==> config.mk <==
export PLATFORM = sky130hd
export DESIGN_NAME = timer_apb_arbiter_flat
export DESIGN_NICKNAME = d
export VERILOG_FILES = /design/src/rtl/timer_apb_pkg.sv /design/src/rtl/timer_apb_arbiter_if.sv /design/src/rtl/timer_apb_arbiter_rr_arb2.sv /design/src/rtl/timer_apb_arbiter.sv /design/src/flat_wrapper.sv
export SDC_FILE = /design/constraint.sdc
export NUM_CORES = 1
export LEC_CHECK = 0
export CORE_MARGIN = 3
export CORE_UTILIZATION = 40
export CTS_CLUSTER_DIAMETER = 200
export CTS_CLUSTER_SIZE = 14
export DETAILED_ROUTE_END_ITERATION = 10
export GPL_TIMING_DRIVEN = 0
export PLACE_DENSITY = 0.83
export SLEW_MARGIN = 40
export SYNTH_ARGS = -nofsm -noshare
export SYNTH_HDL_FRONTEND = slang
export SYNTH_HIERARCHICAL = 1
export SYNTH_SLANG_ARGS = --single-unit
==> constraint.sdc <==
create_clock -name pclk -period 1.9 [get_ports pclk]
set_clock_uncertainty 0.1 [all_clocks]
set_input_delay 0.285 -clock pclk [delete_from_list [all_inputs] [get_ports pclk]]
set_output_delay 0.285 -clock pclk [all_outputs]
set_load 0.005 [all_outputs]
==> src/rtl/timer_apb_pkg.sv <==
// Shared types and constants for the timer APB arbiter slice.
// Contents:
//   apb_state_e      - arbiter FSM state encoding
//   TDR/TCR/TSR      - timer register addresses
//   TSR_OVF/TSR_UDF  - status register bit positions
package timer_apb_pkg;

    typedef enum logic [1:0] {
        ST_IDLE   = 2'd0,
        ST_SETUP  = 2'd1,
        ST_ACCESS = 2'd2,
        ST_DONE   = 2'd3
    } apb_state_e;

    localparam logic [7:0] TDR = 8'h00;
    localparam logic [7:0] TCR = 8'h01;
    localparam logic [7:0] TSR = 8'h02;

    localparam int unsigned TSR_OVF = 0;
    localparam int unsigned TSR_UDF = 1;

endpackage

==> src/rtl/timer_apb_arbiter_if.sv <==
// Bundle of requester-side and APB-side signals of the timer APB arbiter.
// Modports:
//   master - the arbiter: takes requests, drives APB control and completions
//   slave  - the environment: requesters plus the APB register block
// Signals:
//   req0/1, wr0/1, addr0/1, wdata0/1  - requester commands
//   done0/1, rdata, err, busy         - completion and status back to requesters
//   psel, penable, pwrite, paddr, pwdata, prdata, pready, pslverr - APB
interface timer_apb_arbiter_if #(
    parameter int unsigned ADDR_W = 8,
    parameter int unsigned DATA_W = 8
);
    logic              req0;
    logic              req1;
    logic              wr0;
    logic              wr1;
    logic [ADDR_W-1:0] addr0;
    logic [ADDR_W-1:0] addr1;
    logic [DATA_W-1:0] wdata0;
    logic [DATA_W-1:0] wdata1;
    logic              done0;
    logic              done1;
    logic [DATA_W-1:0] rdata;
    logic              err;
    logic              busy;
    logic              psel;
    logic              penable;
    logic              pwrite;
    logic [ADDR_W-1:0] paddr;
    logic [DATA_W-1:0] pwdata;
    logic [DATA_W-1:0] prdata;
    logic              pready;
    logic              pslverr;

    modport master (
        input  req0, req1, wr0, wr1, addr0, addr1, wdata0, wdata1,
        output done0, done1, rdata, err, busy,
        output psel, penable, pwrite, paddr, pwdata,
        input  prdata, pready, pslverr
    );

    modport slave (
        output req0, req1, wr0, wr1, addr0, addr1, wdata0, wdata1,
        input  done0, done1, rdata, err, busy,
        input  psel, penable, pwrite, paddr, pwdata,
        output prdata, pready, pslverr
    );
endinterface

==> src/rtl/timer_apb_arbiter_rr_arb2.sv <==
// Two-input round-robin arbiter with a registered last-grant pointer.
// Ports:
//   clk, rst_n    - clock, async active-low reset (pointer resets to 1)
//   req0_i/req1_i - requests
//   advance_i     - commit the current grant into the pointer
//   gnt_vld_c_o   - combinational: some request present
//   gnt_idx_c_o   - combinational: index of the winner
module rr_arb2 (
    input  logic clk,
    input  logic rst_n,
    input  logic req0_i,
    input  logic req1_i,
    input  logic advance_i,
    output logic gnt_vld_c_o,
    output logic gnt_idx_c_o
);

    logic last_q;
    logic last_d;

    // Grant: a lone requester wins; on conflict the one not granted last wins.
    always_comb begin
        gnt_vld_c_o = req0_i | req1_i;
        if (req0_i && req1_i) begin
            gnt_idx_c_o = ~last_q;
        end else begin
            gnt_idx_c_o = req1_i;
        end
        last_d = last_q;
        if (advance_i && gnt_vld_c_o) begin
            last_d = gnt_idx_c_o;
        end
    end

    // Pointer starts at 1 so requester 0 wins the first conflict.
    always_ff @(posedge clk or negedge rst_n) begin
        if (!rst_n) begin
            last_q <= 1'b1;
        end else begin
            last_q <= last_d;
        end
    end

endmodule

==> src/rtl/timer_apb_arbiter.sv <==
// Two-requester APB master front-end for the timer register block.
// Round-robin arbitration in IDLE, then a SETUP/ACCESS APB transfer; the
// result is returned to the winner on a one-cycle done pulse. All outputs
// are registered.
// Ports:
//   pclk    - clock
//   presetn - async active-low reset; abandons any transfer without done
//   bus     - timer_apb_arbiter_if.master (requester and APB signals)
// Optional feature: define APB_TIMEOUT_EN to abort an ACCESS phase that sees
// no pready within TIMEOUT_CYC cycles (completes with err = 1, rdata = 0).
module timer_apb_arbiter
    import timer_apb_pkg::*;
#(
    parameter int unsigned ADDR_W      = 8,
    parameter int unsigned DATA_W      = 8,
    parameter int unsigned TIMEOUT_CYC = 15
) (
    input  logic                pclk,
    input  logic                presetn,
    timer_apb_arbiter_if.master bus
);

    if (TIMEOUT_CYC == 0) begin : g_bad_timeout
        $error("TIMEOUT_CYC must be at least 1");
    end

    apb_state_e        state_q, state_d;
    logic              gnt_q, gnt_d;
    logic              psel_q, psel_d;
    logic              penable_q, penable_d;
    logic              pwrite_q, pwrite_d;
    logic [ADDR_W-1:0] paddr_q, paddr_d;
    logic [DATA_W-1:0] pwdata_q, pwdata_d;
    logic [DATA_W-1:0] rdata_q, rdata_d;
    logic              err_q, err_d;
    logic              done0_q, done0_d;
    logic              done1_q, done1_d;
    logic              busy_q, busy_d;

    logic              arb_vld_c;
    logic              arb_idx_c;
    logic              arb_adv_c;

`ifdef APB_TIMEOUT_EN
    localparam int unsigned CNT_W = $clog2(TIMEOUT_CYC + 1);
    logic [CNT_W-1:0]  tcnt_q, tcnt_d;
`endif

    rr_arb2 u_arb (
        .clk         (pclk),
        .rst_n       (presetn),
        .req0_i      (bus.req0),
        .req1_i      (bus.req1),
        .advance_i   (arb_adv_c),
        .gnt_vld_c_o (arb_vld_c),
        .gnt_idx_c_o (arb_idx_c)
    );

    // Next-state and registered-output logic.
    always_comb begin
        state_d   = state_q;
        gnt_d     = gnt_q;
        psel_d    = psel_q;
        penable_d = penable_q;
        pwrite_d  = pwrite_q;
        paddr_d   = paddr_q;
        pwdata_d  = pwdata_q;
        rdata_d   = rdata_q;
        err_d     = err_q;
        done0_d   = 1'b0;
        done1_d   = 1'b0;
        arb_adv_c = 1'b0;
`ifdef APB_TIMEOUT_EN
        tcnt_d    = tcnt_q;
`endif

        unique case (state_q)
            ST_IDLE: begin
                if (arb_vld_c) begin
                    arb_adv_c = 1'b1;
                    gnt_d     = arb_idx_c;
                    pwrite_d  = arb_idx_c ? bus.wr1    : bus.wr0;
                    paddr_d   = arb_idx_c ? bus.addr1  : bus.addr0;
                    pwdata_d  = arb_idx_c ? bus.wdata1 : bus.wdata0;
                    psel_d    = 1'b1;
                    penable_d = 1'b0;
                    state_d   = ST_SETUP;
                end
            end

            ST_SETUP: begin
                penable_d = 1'b1;
                state_d   = ST_ACCESS;
`ifdef APB_TIMEOUT_EN
                tcnt_d    = '0;
`endif
            end

            ST_ACCESS: begin
                if (bus.pready) begin
                    psel_d    = 1'b0;
                    penable_d = 1'b0;
                    rdata_d   = pwrite_q ? '0 : bus.prdata;
                    err_d     = bus.pslverr;
                    done0_d   = ~gnt_q;
                    done1_d   = gnt_q;
                    state_d   = ST_DONE;
                end
`ifdef APB_TIMEOUT_EN
                // Expiry only when pready is absent on the final allowed cycle.
                else if (tcnt_q == CNT_W'(TIMEOUT_CYC - 1)) begin
                    psel_d    = 1'b0;
                    penable_d = 1'b0;
                    rdata_d   = '0;
                    err_d     = 1'b1;
                    done0_d   = ~gnt_q;
                    done1_d   = gnt_q;
                    state_d   = ST_DONE;
                end else begin
                    tcnt_d    = tcnt_q + CNT_W'(1);
                end
`endif
            end

            ST_DONE: begin
                state_d = ST_IDLE;
            end

            default: begin
                state_d = ST_IDLE;
            end
        endcase

        busy_d = (state_d != ST_IDLE);
    end

    // State and output registers.
    always_ff @(posedge pclk or negedge presetn) begin
        if (!presetn) begin
            state_q   <= ST_IDLE;
            gnt_q     <= 1'b0;
            psel_q    <= 1'b0;
            penable_q <= 1'b0;
            pwrite_q  <= 1'b0;
            paddr_q   <= '0;
            pwdata_q  <= '0;
            rdata_q   <= '0;
            err_q     <= 1'b0;
            done0_q   <= 1'b0;
            done1_q   <= 1'b0;
            busy_q    <= 1'b0;
        end else begin
            state_q   <= state_d;
            gnt_q     <= gnt_d;
            psel_q    <= psel_d;
            penable_q <= penable_d;
            pwrite_q  <= pwrite_d;
            paddr_q   <= paddr_d;
            pwdata_q  <= pwdata_d;
            rdata_q   <= rdata_d;
            err_q     <= err_d;
            done0_q   <= done0_d;
            done1_q   <= done1_d;
            busy_q    <= busy_d;
        end
    end

`ifdef APB_TIMEOUT_EN
    // ACCESS cycle counter.
    always_ff @(posedge pclk or negedge presetn) begin
        if (!presetn) begin
            tcnt_q <= '0;
        end else begin
            tcnt_q <= tcnt_d;
        end
    end
`endif

    assign bus.psel    = psel_q;
    assign bus.penable = penable_q;
    assign bus.pwrite  = pwrite_q;
    assign bus.paddr   = paddr_q;
    assign bus.pwdata  = pwdata_q;
    assign bus.rdata   = rdata_q;
    assign bus.err     = err_q;
    assign bus.done0   = done0_q;
    assign bus.done1   = done1_q;
    assign bus.busy    = busy_q;

endmodule
==> src/flat_wrapper.sv <==
// flat-port wrapper written by rule: the top's interface ports become plain ports
module timer_apb_arbiter_flat import timer_apb_pkg::*;
#(
    parameter int unsigned ADDR_W      = 8,
    parameter int unsigned DATA_W      = 8,
    parameter int unsigned TIMEOUT_CYC = 15
)
  (pclk, presetn, bus_req0, bus_req1, bus_wr0, bus_wr1, bus_addr0, bus_addr1, bus_wdata0, bus_wdata1, bus_done0, bus_done1, bus_rdata, bus_err, bus_busy, bus_psel, bus_penable, bus_pwrite, bus_paddr, bus_pwdata, bus_prdata, bus_pready, bus_pslverr);
  timer_apb_arbiter_if #(.ADDR_W(ADDR_W), .DATA_W(DATA_W)) bus_i ();
  input  logic pclk;
  input  logic presetn;
  input wire logic [$bits(bus_i.req0)-1:0] bus_req0;
  input wire logic [$bits(bus_i.req1)-1:0] bus_req1;
  input wire logic [$bits(bus_i.wr0)-1:0] bus_wr0;
  input wire logic [$bits(bus_i.wr1)-1:0] bus_wr1;
  input wire logic [$bits(bus_i.addr0)-1:0] bus_addr0;
  input wire logic [$bits(bus_i.addr1)-1:0] bus_addr1;
  input wire logic [$bits(bus_i.wdata0)-1:0] bus_wdata0;
  input wire logic [$bits(bus_i.wdata1)-1:0] bus_wdata1;
  output wire logic [$bits(bus_i.done0)-1:0] bus_done0;
  output wire logic [$bits(bus_i.done1)-1:0] bus_done1;
  output wire logic [$bits(bus_i.rdata)-1:0] bus_rdata;
  output wire logic [$bits(bus_i.err)-1:0] bus_err;
  output wire logic [$bits(bus_i.busy)-1:0] bus_busy;
  output wire logic [$bits(bus_i.psel)-1:0] bus_psel;
  output wire logic [$bits(bus_i.penable)-1:0] bus_penable;
  output wire logic [$bits(bus_i.pwrite)-1:0] bus_pwrite;
  output wire logic [$bits(bus_i.paddr)-1:0] bus_paddr;
  output wire logic [$bits(bus_i.pwdata)-1:0] bus_pwdata;
  input wire logic [$bits(bus_i.prdata)-1:0] bus_prdata;
  input wire logic [$bits(bus_i.pready)-1:0] bus_pready;
  input wire logic [$bits(bus_i.pslverr)-1:0] bus_pslverr;
  assign bus_i.req0 = bus_req0;
  assign bus_i.req1 = bus_req1;
  assign bus_i.wr0 = bus_wr0;
  assign bus_i.wr1 = bus_wr1;
  assign bus_i.addr0 = bus_addr0;
  assign bus_i.addr1 = bus_addr1;
  assign bus_i.wdata0 = bus_wdata0;
  assign bus_i.wdata1 = bus_wdata1;
  assign bus_done0 = bus_i.done0;
  assign bus_done1 = bus_i.done1;
  assign bus_rdata = bus_i.rdata;
  assign bus_err = bus_i.err;
  assign bus_busy = bus_i.busy;
  assign bus_psel = bus_i.psel;
  assign bus_penable = bus_i.penable;
  assign bus_pwrite = bus_i.pwrite;
  assign bus_paddr = bus_i.paddr;
  assign bus_pwdata = bus_i.pwdata;
  assign bus_i.prdata = bus_prdata;
  assign bus_i.pready = bus_pready;
  assign bus_i.pslverr = bus_pslverr;
  timer_apb_arbiter #(.ADDR_W(ADDR_W), .DATA_W(DATA_W), .TIMEOUT_CYC(TIMEOUT_CYC)) u_core (.pclk(pclk), .presetn(presetn), .bus(bus_i));
endmodule
# Yosys cells after proc, flatten, opt, wreduce, memory -nomap -nowiden
# Cells that the tools add are included.
# word_totals
output_inout_bits,31
elab_cells,50
latchBits,0
mem_count,0
ff_bits,35
inputBits,48
rom_bits,0
ramBits,0
# classes
addsub,0
multipliers,0
div,0
muxes,19
magnitude_cmp,0
shifts,0
bitwise_logic,3
reduce_logical,10
eq_ne,5
# op_table
operator,n
8-bit two-way mux,3
1-bit two-way mux,11
2-bit case mux with 4 select lines,1
3-bit AND reduction,2
"2-bit equality test, second input constant",2
2-bit two-way mux,2
2-bit AND reduction,2
2-bit nonzero test,2
1-bit case mux with 3 select lines,1
3-bit nonzero test,1
"2-bit by 1-bit equality test with 1-bit output, second input constant",1
1-bit logical AND,2
2-bit zero test,1
"2-bit by 1-bit inequality test with 1-bit output, second input constant",1
"2-bit inequality test, second input constant",1
1-bit inverter,2
1-bit case mux with 2 select lines,1
1-bit bitwise OR,1

# Depth between registers and ports, before layout
# Gate-level depths: netlist of the first run.
# logic_depth
depth_word,4
depth_mapped,7
depth_no_buf,5

# Hierarchy
# The synthesis of the first run kept the hierarchy.
# modules_own_cells
mod,seq_area_each_um2,cells_each,area_per_inst_um2,n_inst
timer_apb_arbiter,850.8,142,1576.5,1
rr_arb2,26.3,5,51.3,1

# Worst setup path after synthesis of the first run
# No wires, ideal clock.
# synth_path
kind,register to register
from,register u_core.state_q[0]
to,register u_core.gnt_q
path_stages_with_launch,6
required_ns,1.675
setup_slack_ns,0.371
path_buffers,1
setup_ns,0.125
t_arrival_ns,1.304
cell_sequence,dfrtp_1 inv_1 ha_1 and2_4 buf_8 mux2_4
# synth_via
elab_chain_len,2
# synth_lines
element,line,source
from (decl),timer_apb_arbiter.sv:27,"apb_state_e state_q, state_d;"
from (signal assigned),timer_apb_arbiter.sv:153,state_q <= state_d;
2-bit zero test,timer_apb_arbiter.sv:77,unique case (state_q)
2-bit AND reduction (no source line),n/a,
to (signal assigned),timer_apb_arbiter.sv:154,gnt_q <= gnt_d;
to (decl),timer_apb_arbiter.sv:28,"logic gnt_q, gnt_d;"
# Every way passes these cells.
# A chain may end at the register's enable or synchronous reset.

# Final worst setup path of the first run
# layout_path
from,"register u_core.pwrite_q, in the netlist u_core/bus.pwrite"
to,output bus_pwrite
# layout_rtl
element,line,source
from (decl),timer_apb_arbiter.sv:31,"logic pwrite_q, pwrite_d;"
from (signal assigned),timer_apb_arbiter.sv:157,pwrite_q <= pwrite_d;
to (decl),flat_wrapper.sv:27,output wire logic [$bits(bus_i.pwrite)-1:0] bus_pwrite;
# No word-level cell between the ends.

==> results of run 1 <==
==> per-stage QoR <==
stage | hold WS (ps) | TNS [ps] | cell area (um2)
5_1_grt | 325 | 0 | 2610
2_1_floorplan | -111 | 0 | 1630
3_5_place_dp | 72.7 | -166 | 2480
3_3_place_gp | 344 | -10280 | 2470
6_report | 305 | 0 | 2610
4_1_cts | 310 | 0 | 2610
==> cells by family (layout without fill, tap and decap cells) <==
logic type / Yosys count / in the layout / share of synthesized area [%]
compound gates: 32 / 32 / 11.4
mux: 21 / 21 / 13.4
simple gates: 43 / 43 / 12.1
flops: 35 / 35 / 53.9
fa+ha+maj: 5 / 5 / 3.84
buf+inv: 11 / 99 / 5.38
==> path summary, 6_finish.rpt <==
path                                                   endpoint  slack (ps)
max in group asynchronous       u_core/u_arb/last_q$_DFFE_PN1P_         910
worst min-delay path            u_core/bus.rdata[0]$_DFFE_PN0P_         300
worst min register to register       u_core/bus.done0$_DFF_PN0_         350
min in group pclk                    u_core/bus.done0$_DFF_PN0_         350
worst max register to register  u_core/u_arb/last_q$_DFFE_PN1P_         210
worst max-delay path                                 bus_pwrite         190
==> power by group through the flow <==
stage	combinational, uW	sequential, uW	clock (uW)
2_1_floorplan	822	1330	0
3_3_place_gp	1700	1310	0
3_5_place_dp	1760	1320	0
4_1_cts	1770	1310	701
5_1_grt	1940	1360	738
6_report	1740	1300	684
==> cell usage in the layout (no fill, tap or decap) <==
cell	n
buf_6	2
buf_12	1
buf_8	2
clkdlybuf4s50_1	77
bufinv_16	1
dfrtp_1	34
a21oi_1	17
inv_2	1
and2b_1	1
a21oi_2	2
ha_1	5
mux2i_1	18
mux2_4	1
nor2_1	20
clkinv_2	1
dfstp_2	1
or2_1	1
o2bb2ai_1	1
clkbuf_8	6
a221oi_2	1
nand2b_1	8
and2_4	1
nand2_1	10
dlygate4sd3_1	1
buf_2	2
a21boi_0	1
mux2_1	1
mux2_2	1
inv_1	3
a31oi_1	1
or2_2	1
o21ai_0	9
buf_4	2
and3_1	1
==> final cells by class <==
class	count	area, um2
Buffer	7	72.6
Clock buffer	6	82.6
Clock inverter	2	35.0
Fill cell	315	1190
Inverter	4	15.0
Multi-Input combinational cell	101	663
Sequential cell	35	877
Tap cell	48	60.1
Timing Repair Buffer	80	806
==> routing by layer <==
layer,up-vias,share of wire (%),GRT usage (%)
met5,-,0,0
met4,0,0.71,3.83
met3,5,7.8,6.23
met2,48,51,28.1
met1,646,40,18.9
li1,669,-,-
==> flip-flops by register name, indices dropped and copies added, names as in the netlist <==
name	count
u_core/bus.paddr	8
u_core/bus.pwdata	8
u_core/bus.rdata	8
u_core/state_q	2
u_core/bus.busy	1
u_core/bus.done0	1
u_core/bus.done1	1
u_core/bus.err	1
u_core/bus.penable	1
u_core/bus.psel	1
u_core/bus.pwrite	1
u_core/gnt_q	1
u_core/u_arb/last_q	1
==> results.sh, run 1 <==
export IMPL_grt_pass1_vias=1423
export IMPL_critPathLaunch="u_core/bus.pwrite$_DFFE_PN0P_"
export IMPL_max_cap_violations=0
export IMPL_path_buf_inv=1
export IMPL_async_flop_share_pct=100
export IMPL_syn2layout_area_growth_pct=60.4
export IMPL_avgSynthCellArea_um2=11.1
export IMPL_swShare_pct=30.6
export IMPL_fin_total_pwr_uw=3720
export IMPL_powerDensity_mw_per_mm2=1430
export IMPL_synth_cell_types=28
export IMPL_die_h_um=69.8
export IMPL_synth_top_area_cell="dfrtp_1"
export IMPL_relSlewSlack_pct=82.1
export IMPL_rsz0062_at_grt="false"
export IMPL_path_clk_slew_ps=70
export IMPL_ctsLongestPathBuffers=2
export IMPL_worstRegToRegCells=7
export IMPL_cp_slowest_cell="clkdlybuf4s50_1"
export IMPL_yosys_warnings=6
export IMPL_clk_latency_ps=280
export IMPL_end_kind="primary output"
export IMPL_grt_max_degree=26
export IMPL_ys_seq_area_share_pct=53.9
export IMPL_ant_nets=0
export IMPL_seq_power_share_pct=35.0
export IMPL_via_per_inst=4.83
export IMPL_crit_path_max_fanout=10
export IMPL_cts_hold_buffers=1
export IMPL_postCtsSetupRepairBufs=0
export IMPL_clockRootBuffer="clkbuf_8"
export IMPL_tightest_slew_ps=269
export IMPL_hold_violations=0
export IMPL_synth_cell_area_mm2=0.00163
export IMPL_die_x_um=69.8
export IMPL_crit_type="reg -> out"
export IMPL_path_delay_family="buffers and inverters"
export IMPL_syn_nets=200
export IMPL_r2r_start="u_core/state_q[0]$_DFF_PN0_"
export IMPL_wire_per_inst_um=12.9
export IMPL_drtPass1Iterations=4
export IMPL_synth_area_leaders="dfrtp_1 52%, mux2i_1 11%, a21oi_1 5.2%, nor2_1 4.6%, ha_1 3.8%"
export IMPL_final_cells=283
export IMPL_grt_antenna_before_repair=0
export IMPL_utilization_pct=68.7
export IMPL_num_rows=22
export IMPL_drv_slew=0
export IMPL_grt_pass1_wl_um=6440
export IMPL_drtIter0Drc=52
export IMPL_core_area_mm2=0.00380
export IMPL_via_count=1368
export IMPL_worst_path_stages=1
export IMPL_post_route_min_period_ps=1710
export IMPL_vdd_ir_drop_max_mv=0.831
export IMPL_startpoint_type="register"
export IMPL_cts_buffers=5
export IMPL_cts_htree_levels=2
export IMPL_synth_edf_count=0
export IMPL_gp_congestion=0.750
export IMPL_final_critical_path_setup_slack_ps=189
export IMPL_power_frac_clock_pct=18.4
export IMPL_clkSinkCount=35
export IMPL_die_area_mm2=0.00487
export IMPL_dpl_hpwl_um=2830
export IMPL_overflow=0
export IMPL_max_freq_mhz=584
export IMPL_worstPathArrival_ps=1330
export IMPL_power_internal_uw=2590
export IMPL_status="finished clean"
export IMPL_place_inst=274
export IMPL_fin_crit_sh_pct=90.1
export IMPL_synth_common_cells="34 x dfrtp_1, 20 x nor2_1, 18 x mux2i_1, 17 x a21oi_1, 10 x nand2_1"
export IMPL_crit_chain="clkdlybuf4s50_1"
export IMPL_cts_repair_resized=0
export IMPL_wl_um=3650
export IMPL_nets=287
export IMPL_synth_cells=147
export IMPL_worstPathRequired_ps=1510
export IMPL_slowest_delay_ps=560
export IMPL_finalSetupViolCount=0
export IMPL_pwr_share_comb_pct=46.6
export IMPL_cts_tree="done"
export IMPL_pre_cts_ws_ps=-63.9
export IMPL_ys_ff_latch=35
export IMPL_grt_usage_pct=16.2
export IMPL_switching_power_uw=1140
export IMPL_leakage_uw=0.00113
export IMPL_dominantRegCellSynth="dfrtp_1"
export IMPL_initial_core_util_pct=42.9
export IMPL_hold_path_class="in -> async"
export IMPL_synth_most_common_cell="dfrtp_1"
export IMPL_antenna_cells=0
export IMPL_portBuffers=78
export IMPL_final_layout_size_suffix_gt1_share_pct=11.1
export IMPL_drc_errors=0
export IMPL_synth_top_area_share_pct=52.3
export IMPL_num_io_pins=79
Power figures use the tool's default switching activity.
==> run 2: changes to the inputs <==
--- a/config.mk
+++ b/config.mk
@@ -5,12 +5,13 @@
 export SDC_FILE = /design/constraint.sdc
 export NUM_CORES = 1
 export LEC_CHECK = 0
-export CORE_MARGIN = 3
+export CORE_MARGIN = 2
 export CORE_UTILIZATION = 40
 export CTS_CLUSTER_DIAMETER = 200
 export CTS_CLUSTER_SIZE = 14
 export DETAILED_ROUTE_END_ITERATION = 10
 export GPL_TIMING_DRIVEN = 0
+export MAX_ROUTING_LAYER = met4
 export PLACE_DENSITY = 0.83
 export SLEW_MARGIN = 40
 export SYNTH_ARGS = -nofsm -noshare
==> run 2 against run 1 <==
Compared with the run above: register-to-register slack hardly changed; setup slack worse by 1.6 ps; sequential share of layout area is 0.29 points higher; wire length is 1.3% higher; first-iteration DRC count is 19% higher; total power is 4.4% lower; worst hold slack better by 20 ps; non-clock buffer count stayed put; via count is 1.1% lower; final cell count is 0.71% higher; critical path depth stayed put; largest power group unchanged.
==> results.sh, run 2 (synthesis gave the netlist of run 1 again) <==
export IMPL_clk_latency_ps=280
export IMPL_portBuffers=78
export IMPL_hold_violations=0
export IMPL_via_per_inst=4.75
export IMPL_tightest_slew_ps=312
export IMPL_worst_path_stages=1
export IMPL_relSlewSlack_pct=79.2
export IMPL_cts_tree="done"
export IMPL_ff2ff_setup_slack_ps=220
export IMPL_die_area_mm2=0.00460
export IMPL_seq_power_share_pct=36.8
export IMPL_rsz0062_at_grt="false"
export IMPL_nets=287
export IMPL_num_rows=23
export IMPL_grt_usage_pct=18.1
export IMPL_swShare_pct=32.0
export IMPL_cts_hold_buffers=1
export IMPL_post_route_min_period_ps=1710
export IMPL_grt_antenna_before_repair=0
export IMPL_drc_errors=0
export IMPL_seq_area_um2=877
export IMPL_drtPass1Iterations=4
export IMPL_gp_congestion=0.682
export IMPL_cts_htree_levels=2
export IMPL_via_count=1353
export IMPL_pwr_share_comb_pct=48.7
export IMPL_setup_tns_ps=0
export IMPL_die_h_um=67.8
export IMPL_initial_core_util_pct=41.0
export IMPL_ctsLongestPathBuffers=2
export IMPL_syn2layout_area_growth_pct=59.0
export IMPL_grt_pass1_wl_um=5980
export IMPL_final_common_cell="clkdlybuf4s50_1"
export IMPL_drtIter0Drc=62
export IMPL_clockRootBuffer="clkbuf_8"
export IMPL_num_io_pins=79
export IMPL_switching_power_uw=1140
export IMPL_cp_slowest_cell="clkdlybuf4s50_1"
export IMPL_cts_buffers=5
export IMPL_cts_repair_resized=0
export IMPL_die_x_um=67.8
export IMPL_fin_crit_sh_pct=90.2
export IMPL_crit_end="bus_pwrite"
export IMPL_layout_common_cells="77 x clkdlybuf4s50_1, 34 x dfrtp_1, 20 x nor2_1, 18 x mux2i_1, 17 x a21oi_1"
export IMPL_multi_input_area_um2=663
export IMPL_crit_path_max_fanout=10
export IMPL_nFillCells=327
export IMPL_path_clk_slew_ps=70
export IMPL_worstRegToRegCells=7
export IMPL_rr_endpoint="u_core/u_arb/last_q$_DFFE_PN1P_"
export IMPL_max_cap_violations=0
export IMPL_antenna_cells=0
export IMPL_power_internal_uw=2420
export IMPL_startpoint_type="register"
export IMPL_path_delay_family="buffers and inverters"
export IMPL_worstPathRequired_ps=1510
export IMPL_crit_chain="clkdlybuf4s50_1"
export IMPL_ant_nets=0
export IMPL_hold_path_class="in -> async"
export IMPL_finalSetupViolCount=0
export IMPL_core_area_mm2=0.00397
export IMPL_crit_type="reg -> out"
export IMPL_path_buf_inv=1
export IMPL_leakage_uw=0.00111
export IMPL_critPathLaunch="u_core/bus.pwrite$_DFFE_PN0P_"
export IMPL_wl_um=3700
export IMPL_r2r_start="u_core/state_q[0]$_DFF_PN0_"
export IMPL_postLayoutCellArea_mm2=0.00259
export IMPL_slowest_delay_ps=560
export IMPL_status="finished clean"
export IMPL_hold_worst_slack_ps=325
export IMPL_wire_per_inst_um=13.0
export IMPL_dpl_hpwl_um=2860
export IMPL_grt_max_degree=25
export IMPL_vdd_ir_drop_max_mv=0.695
export IMPL_drv_slew=0
export IMPL_worstPathArrival_ps=1330
export IMPL_final_layout_size_suffix_gt1_share_pct=10.6
export IMPL_powerDensity_mw_per_mm2=1370
export IMPL_overflow=0
export IMPL_postCtsSetupRepairBufs=0
export IMPL_grt_pass1_vias=1334
export IMPL_power_frac_clock_pct=14.5
export IMPL_max_freq_mhz=584
export IMPL_clkSinkCount=35
export IMPL_dpl_cell_area_mm2=0.00249
export IMPL_end_kind="primary output"
[run 2: changes by cell type in the layout (fill, tap and decap cells not counted), sizes merged]
| cell | delta |
|---|---|
| bufinv | -1 |
| clkinvlp | +1 |
[run 2: layout make-up]
cell class	instances	share of cell area, %
buffer	7	2.80
clock inverter	2	0.483
inverter	4	0.580
clock buffer	6	2.80
tap	50	2.42
timing repair buffer	80	31.4
multi-input combinational	101	25.6
sequential	35	33.9
[run 2: stage by stage]
step	setup WS [ps]	utilization, %	std cells	total power (uW)
after floorplan	371	-	147	2160
after global placement	-326	62.2	275	3010
after detailed placement	-81.5	62.8	276	3080
after CTS	157	65.2	285	3610
after global routing	81.6	65.2	285	3870
final	187	65.2	285	3560
[run 2: power groups by stage]
| stage | Clock (uW) | Combinational [uW] | Sequential [uW] |
|---|---|---|---|
| 4_1_cts | 536 | 1760 | 1320 |
| 5_1_grt | 564 | 1930 | 1370 |
| 6_report | 515 | 1730 | 1310 |
| 3_3_place_gp | 0 | 1700 | 1310 |
| 3_5_place_dp | 0 | 1760 | 1330 |
| 2_1_floorplan | 0 | 822 | 1330 |
[run 2: worst min-delay path by stage]
| stage | from | to | slack (ps) |
|---|---|---|---|
| global route | presetn | u_core/bus.rdata[1]$_DFFE_PN0P_ | 360 |
| detailed placement | presetn | u_core/bus.rdata[1]$_DFFE_PN0P_ | 100 |
| floorplan | presetn | u_core/bus.busy$_DFF_PN0_ | -110 |
| global placement | u_core/gnt_q$_DFFE_PN0P_ | u_core/bus.done0$_DFF_PN0_ | 340 |
| CTS | presetn | u_core/bus.rdata[5]$_DFFE_PN0P_ | 320 |
| finish | presetn | u_core/bus.rdata[1]$_DFFE_PN0P_ | 320 |
[run 2: per-layer routing]
layer | GRT usage (%) | share of wire [%] | vias to the layer above
li1 | - | - | 672
met1 | 21.2 | 41 | 631
met2 | 30.4 | 50 | 45
met3 | 5.33 | 7.6 | 5
met4 | 5.25 | 1.0 | 0
met5 | - | 0 | -
==> RTL change 1, RTL diff (config.mk and constraints of run 1) <==
The 4 states of `apb_state_e` get a one-hot encoding in 4 bits.
--- a/src/rtl/timer_apb_pkg.sv
+++ b/src/rtl/timer_apb_pkg.sv
@@ -5,11 +5,11 @@
 //   TSR_OVF/TSR_UDF  - status register bit positions
 package timer_apb_pkg;
 
-    typedef enum logic [1:0] {
-        ST_IDLE   = 2'd0,
-        ST_SETUP  = 2'd1,
-        ST_ACCESS = 2'd2,
-        ST_DONE   = 2'd3
+    typedef enum logic [3:0] {
+        ST_IDLE   = 4'b0001,
+        ST_SETUP  = 4'b0010,
+        ST_ACCESS = 4'b0100,
+        ST_DONE   = 4'b1000
     } apb_state_e;
 
     localparam logic [7:0] TDR = 8'h00;
Formal check against the unedited RTL: same outputs for any inputs over 10 cycles, from zero or initial values and one cycle with presetn low; not proved beyond that.
==> RTL change 1 against run 1 <==
Wire length rose by 8.4%. Maximum frequency decreased by 5.5%. Synthesized area is 7.5% higher. Global-route usage increased by 0.24 points. First-iteration DRC count rose by 9.6%. Final area grew 4.9%. Critical path depth is 4 higher. Total power increased by 6.0%. Sequential cell count grew 2. Combinational power rose by 7%. Count of clock-buffer cells in the layout up 1. Setup slack lost 0.099 ns. Critical path type is now input pin to flip-flop. Highest routed layer unchanged.
==> RTL change 1: results (changes against run 1) <==
- Data buffer area share: 0.319 (-0.0170)
- Compound-Gate Fraction of Synth Area: 0.0365 (-0.0773)
- Final WL: 3960 um (+8.4%)
- WL met3: 424 um (+48%)
- Post-DP HPWL: 3090 um (+9.0%)
- Multiplexer share of the synthesized area: 0.315 (+0.182)
- DR iter-0 viols: 57 (+9.6%)
- #MultiIn Comb: 74 (-27%)
- First-pass GRT wire length: 6500 um (+0.85%)
- Drt wl/cell: 15.3 um (+19%)
- Top post-synthesis cells by area: dfrtp_1 50%, mux2_2 19%, mux2_4 13%, dfstp_2 3.0%, nor2b_1 2.9%
- Synth Net Count: 169 (-16%)
- Gate Count Post-Synth: 121 (-18%)
- Lkg Pwr: 1.20 nW (+5.9%)
- Netlist cell types: 24 (-14%)
- Largest net degree at the start of global routing: 21 (-19%)
- Vias per cell: 4.95 (+2.3%)
- Gr usage total: 0.165 (+0.00240)
- CP Launch Point: bus_req1
- Xor/xnor cell area share of the yosys netlist: 0.00501 (+0.00501)
- WHS: 0.368 ns (+0.0633 ns)
- N_taps: 50 (+4.2%)
- Worst Reg2Reg Path Length in Cells: 4 (-3)
- Status: complete, no violations
- Clk cell area share: 0.0425 (-0.00256)
- Worst-path fanout max: 18 (+8)
- Clock sink total: 37 (+5.7%)
- DP Worst Slack: -0.439 ns (-0.375 ns)
- Vias in the first global route: 1370 (-3.7%)
- Bufs w/o clock: 85 (-2.3%)
- CP peak stage delay: 0.49 ns (-0.07 ns)
- Worst vdd ir: 0.000721 V (-13%)
- Slew HR: 0.692 (-0.128)
- PostCTS Resize Cnt: 2 (+2)
==> RTL change 1: cell types whose count changed after synthesis, moves of 2 or more <==
cell,change
mux2_2,+28
mux2i_1,-18
nor2_1,-16
mux2_4,+14
a21oi_1,-13
nand2_1,-9
o21ai_0,-9
nand2b_1,-8
nor2b_1,+8
ha_1,-5
a21oi_2,-2
and4_1,+2
buf_4,-2
buf_8,-2
==> RTL change 1: report_power, final <==
group          leakage, nW  switching, mW  internal, mW
Combinational        0.684          0.579          1.28
Clock               0.0585          0.261         0.428
Sequential           0.455          0.235          1.16
==> RTL change 1: worst reg2reg max path, stage by stage, from the launching register on <==
cell and delay, ns:
dfstp_2 0.38, a21boi_0 0.17, buf_4 0.28, mux2_2 0.38, mux2_2 0.26
==> RTL change 1: routing by layer <==
metal,vias to the layer above,global-route usage
met5,-,0
met4,0,0.0877
met3,9,0.0623
met2,65,0.272
met1,604,0.184
li1,598,-
==> RTL change 2, RTL diff (config.mk and constraints of run 1) <==
Made on the original files. Build with the macro `APB_TIMEOUT_EN` defined.
--- a/src/rtl/timer_apb_arbiter.sv
+++ b/src/rtl/timer_apb_arbiter.sv
@@ -8,6 +8,8 @@
 //   bus     - timer_apb_arbiter_if.master (requester and APB signals)
 // Optional feature: define APB_TIMEOUT_EN to abort an ACCESS phase that sees
 // no pready within TIMEOUT_CYC cycles (completes with err = 1, rdata = 0).
+`define APB_TIMEOUT_EN
+
 module timer_apb_arbiter
     import timer_apb_pkg::*;
 #(
Behaviour: same outputs for any inputs over 10 cycles, from zero or initial values and one cycle with presetn low; that may be too few to reach the edited logic, so the function may still have changed.
==> RTL change 2 against run 1 <==
Wire length increased by 14%. Total power increased by 4.5%. Count of clock-buffer cells in the layout unchanged. Setup slack got worse by 0.0070 ns. Critical path type is now flip-flop to flip-flop. Final area increased by 5.7%. Synthesized area increased by 9.8%. Sequential cell count increased by 4.
==> RTL change 2: results (changes against run 1) <==
- Met2 Use GR: 0.268 (-0.0137)
- Status: complete, no violations
- CP Launch Point: u_core/state_q[0]
- Final antenna diode count: 0 (unchanged)
- Hold Crit Class: flip-flop to flip-flop
- Combinational power share: 0.456 (-0.010)
- WHS: 0.323 ns (+0.0186 ns)
- Worst-Margin Slew: 0.499 ns (+0.231 ns)
- Gr usage total: 0.164 (+0.00193)
- Worst Reg2Reg Path Length in Cells: 7 (unchanged)
- Vias in the first global route: 1454 (+2.2%)
- Synth Net Count: 213 (+6.5%)
- Critical Path Sink: u_core/u_arb/last_q
- Sw power: 1.24 mW (+8.8%)
- Netlist cell types: 30 (+7.1%)
- Max stage delay cell, worst path: dfrtp_1
- CP peak stage delay: 0.41 ns (-0.15 ns)
- R2R Setup Slk: 0.18 ns (-0.03 ns)
- Worst vdd ir: 0.000760 V (-8.5%)
- Nonclk inv count: 6 (+2)
- Wl on met1: 1720 um (+17%)
- Largest net degree at the start of global routing: 40 (+54%)
- Worst-path fanout max: 11 (+1)
- Layout Nets: 299 (+4.2%)
- Clock sink total: 39 (+11%)
- Min-Delay Path Depth: 1
- Vias per cell: 4.98 (+3.0%)
- GPL Wtd Cong: 0.752 (+0.31%)
- First-pass GRT wire length: 6710 um (+4.1%)
- Data buffer area share: 0.306 (-0.0307)
- Sequential cell area: 977 sq um (+11%)
- Fmax: 582 MHz (-0.41%)
- Routing usage on met3: 0.0551 (-0.00722)
- #MultiIn Comb: 106 (+5.0%)
- Num CTS Buffers: 5 (unchanged)
- Clock Power: 696 uW (+2%)
- Sw Share: 0.318 (+0.0124)
- Clk cell area share: 0.0426 (-0.00241)
- Sequential area share after synthesis: 0.547 (+0.00772)
- Final WL: 4150 um (+14%)
- Top post-synthesis cells by area: dfrtp_1 53%, mux2i_1 9.5%, a21oi_1 6.4%, nor2_1 5.5%, ha_1 4.2%
- Most common library cells after synthesis: 38 x dfrtp_1, 26 x nor2_1, 23 x a21oi_1, 17 x mux2i_1, 8 x a22o_1
- Area of the multi-input gates: 736 sq um (+11%)
- Met2 routed WL: 2060 um (+9.9%)
- WL met3: 316 um (+10%)
- DR iter-0 viols: 74 (+42%)
- Share of post-route cells with drive strength above 1: 0.0894 (-0.0212)
- Syn. warnings: 6 (unchanged)
- Filler cells: 318 (+0.95%)
- Lkg Pwr: 1.20 nW (+5.9%)
- Post-DP HPWL: 3110 um (+9.7%)
- Met1 Use GR: 0.205 (+0.0162)
- Worst EP arrival: 1.83 ns (+0.50 ns)
RTL change 2: changes by cell type after synthesis, moves of 2 or more:
cell	delta
a21oi_1	+6
a21oi_2	-2
a22o_1	+8
buf_2	+2
buf_8	-2
dfrtp_1	+4
inv_1	+3
nand2_1	-7
nand2b_1	-8
nor2_1	+6
nor2b_1	+3
o21ai_0	-5
RTL change 2: cells by family (layout without fill, tap and decap cells):
| logic type | Yosys count | in the layout | share of synthesized area |
|---|---|---|---|
| compound gates | 43 | 43 | 0.164 |
| flops | 39 | 39 | 0.547 |
| simple gates | 39 | 39 | 0.104 |
| mux | 18 | 18 | 0.101 |
| buf+inv | 14 | 101 | 0.0420 |
| fa+ha+maj | 6 | 6 | 0.0420 |
RTL change 2: per-stage QoR:
step | cell area, sq um | instances | setup WS (ns)
after floorplan | 1790 | 159 | 0.299
after global routing | 2760 | 296 | 0.00411
after CTS | 2760 | 296 | 0.107
after global placement | 2630 | 287 | -0.466
final | 2760 | 296 | 0.182
after detailed placement | 2630 | 287 | -0.0908
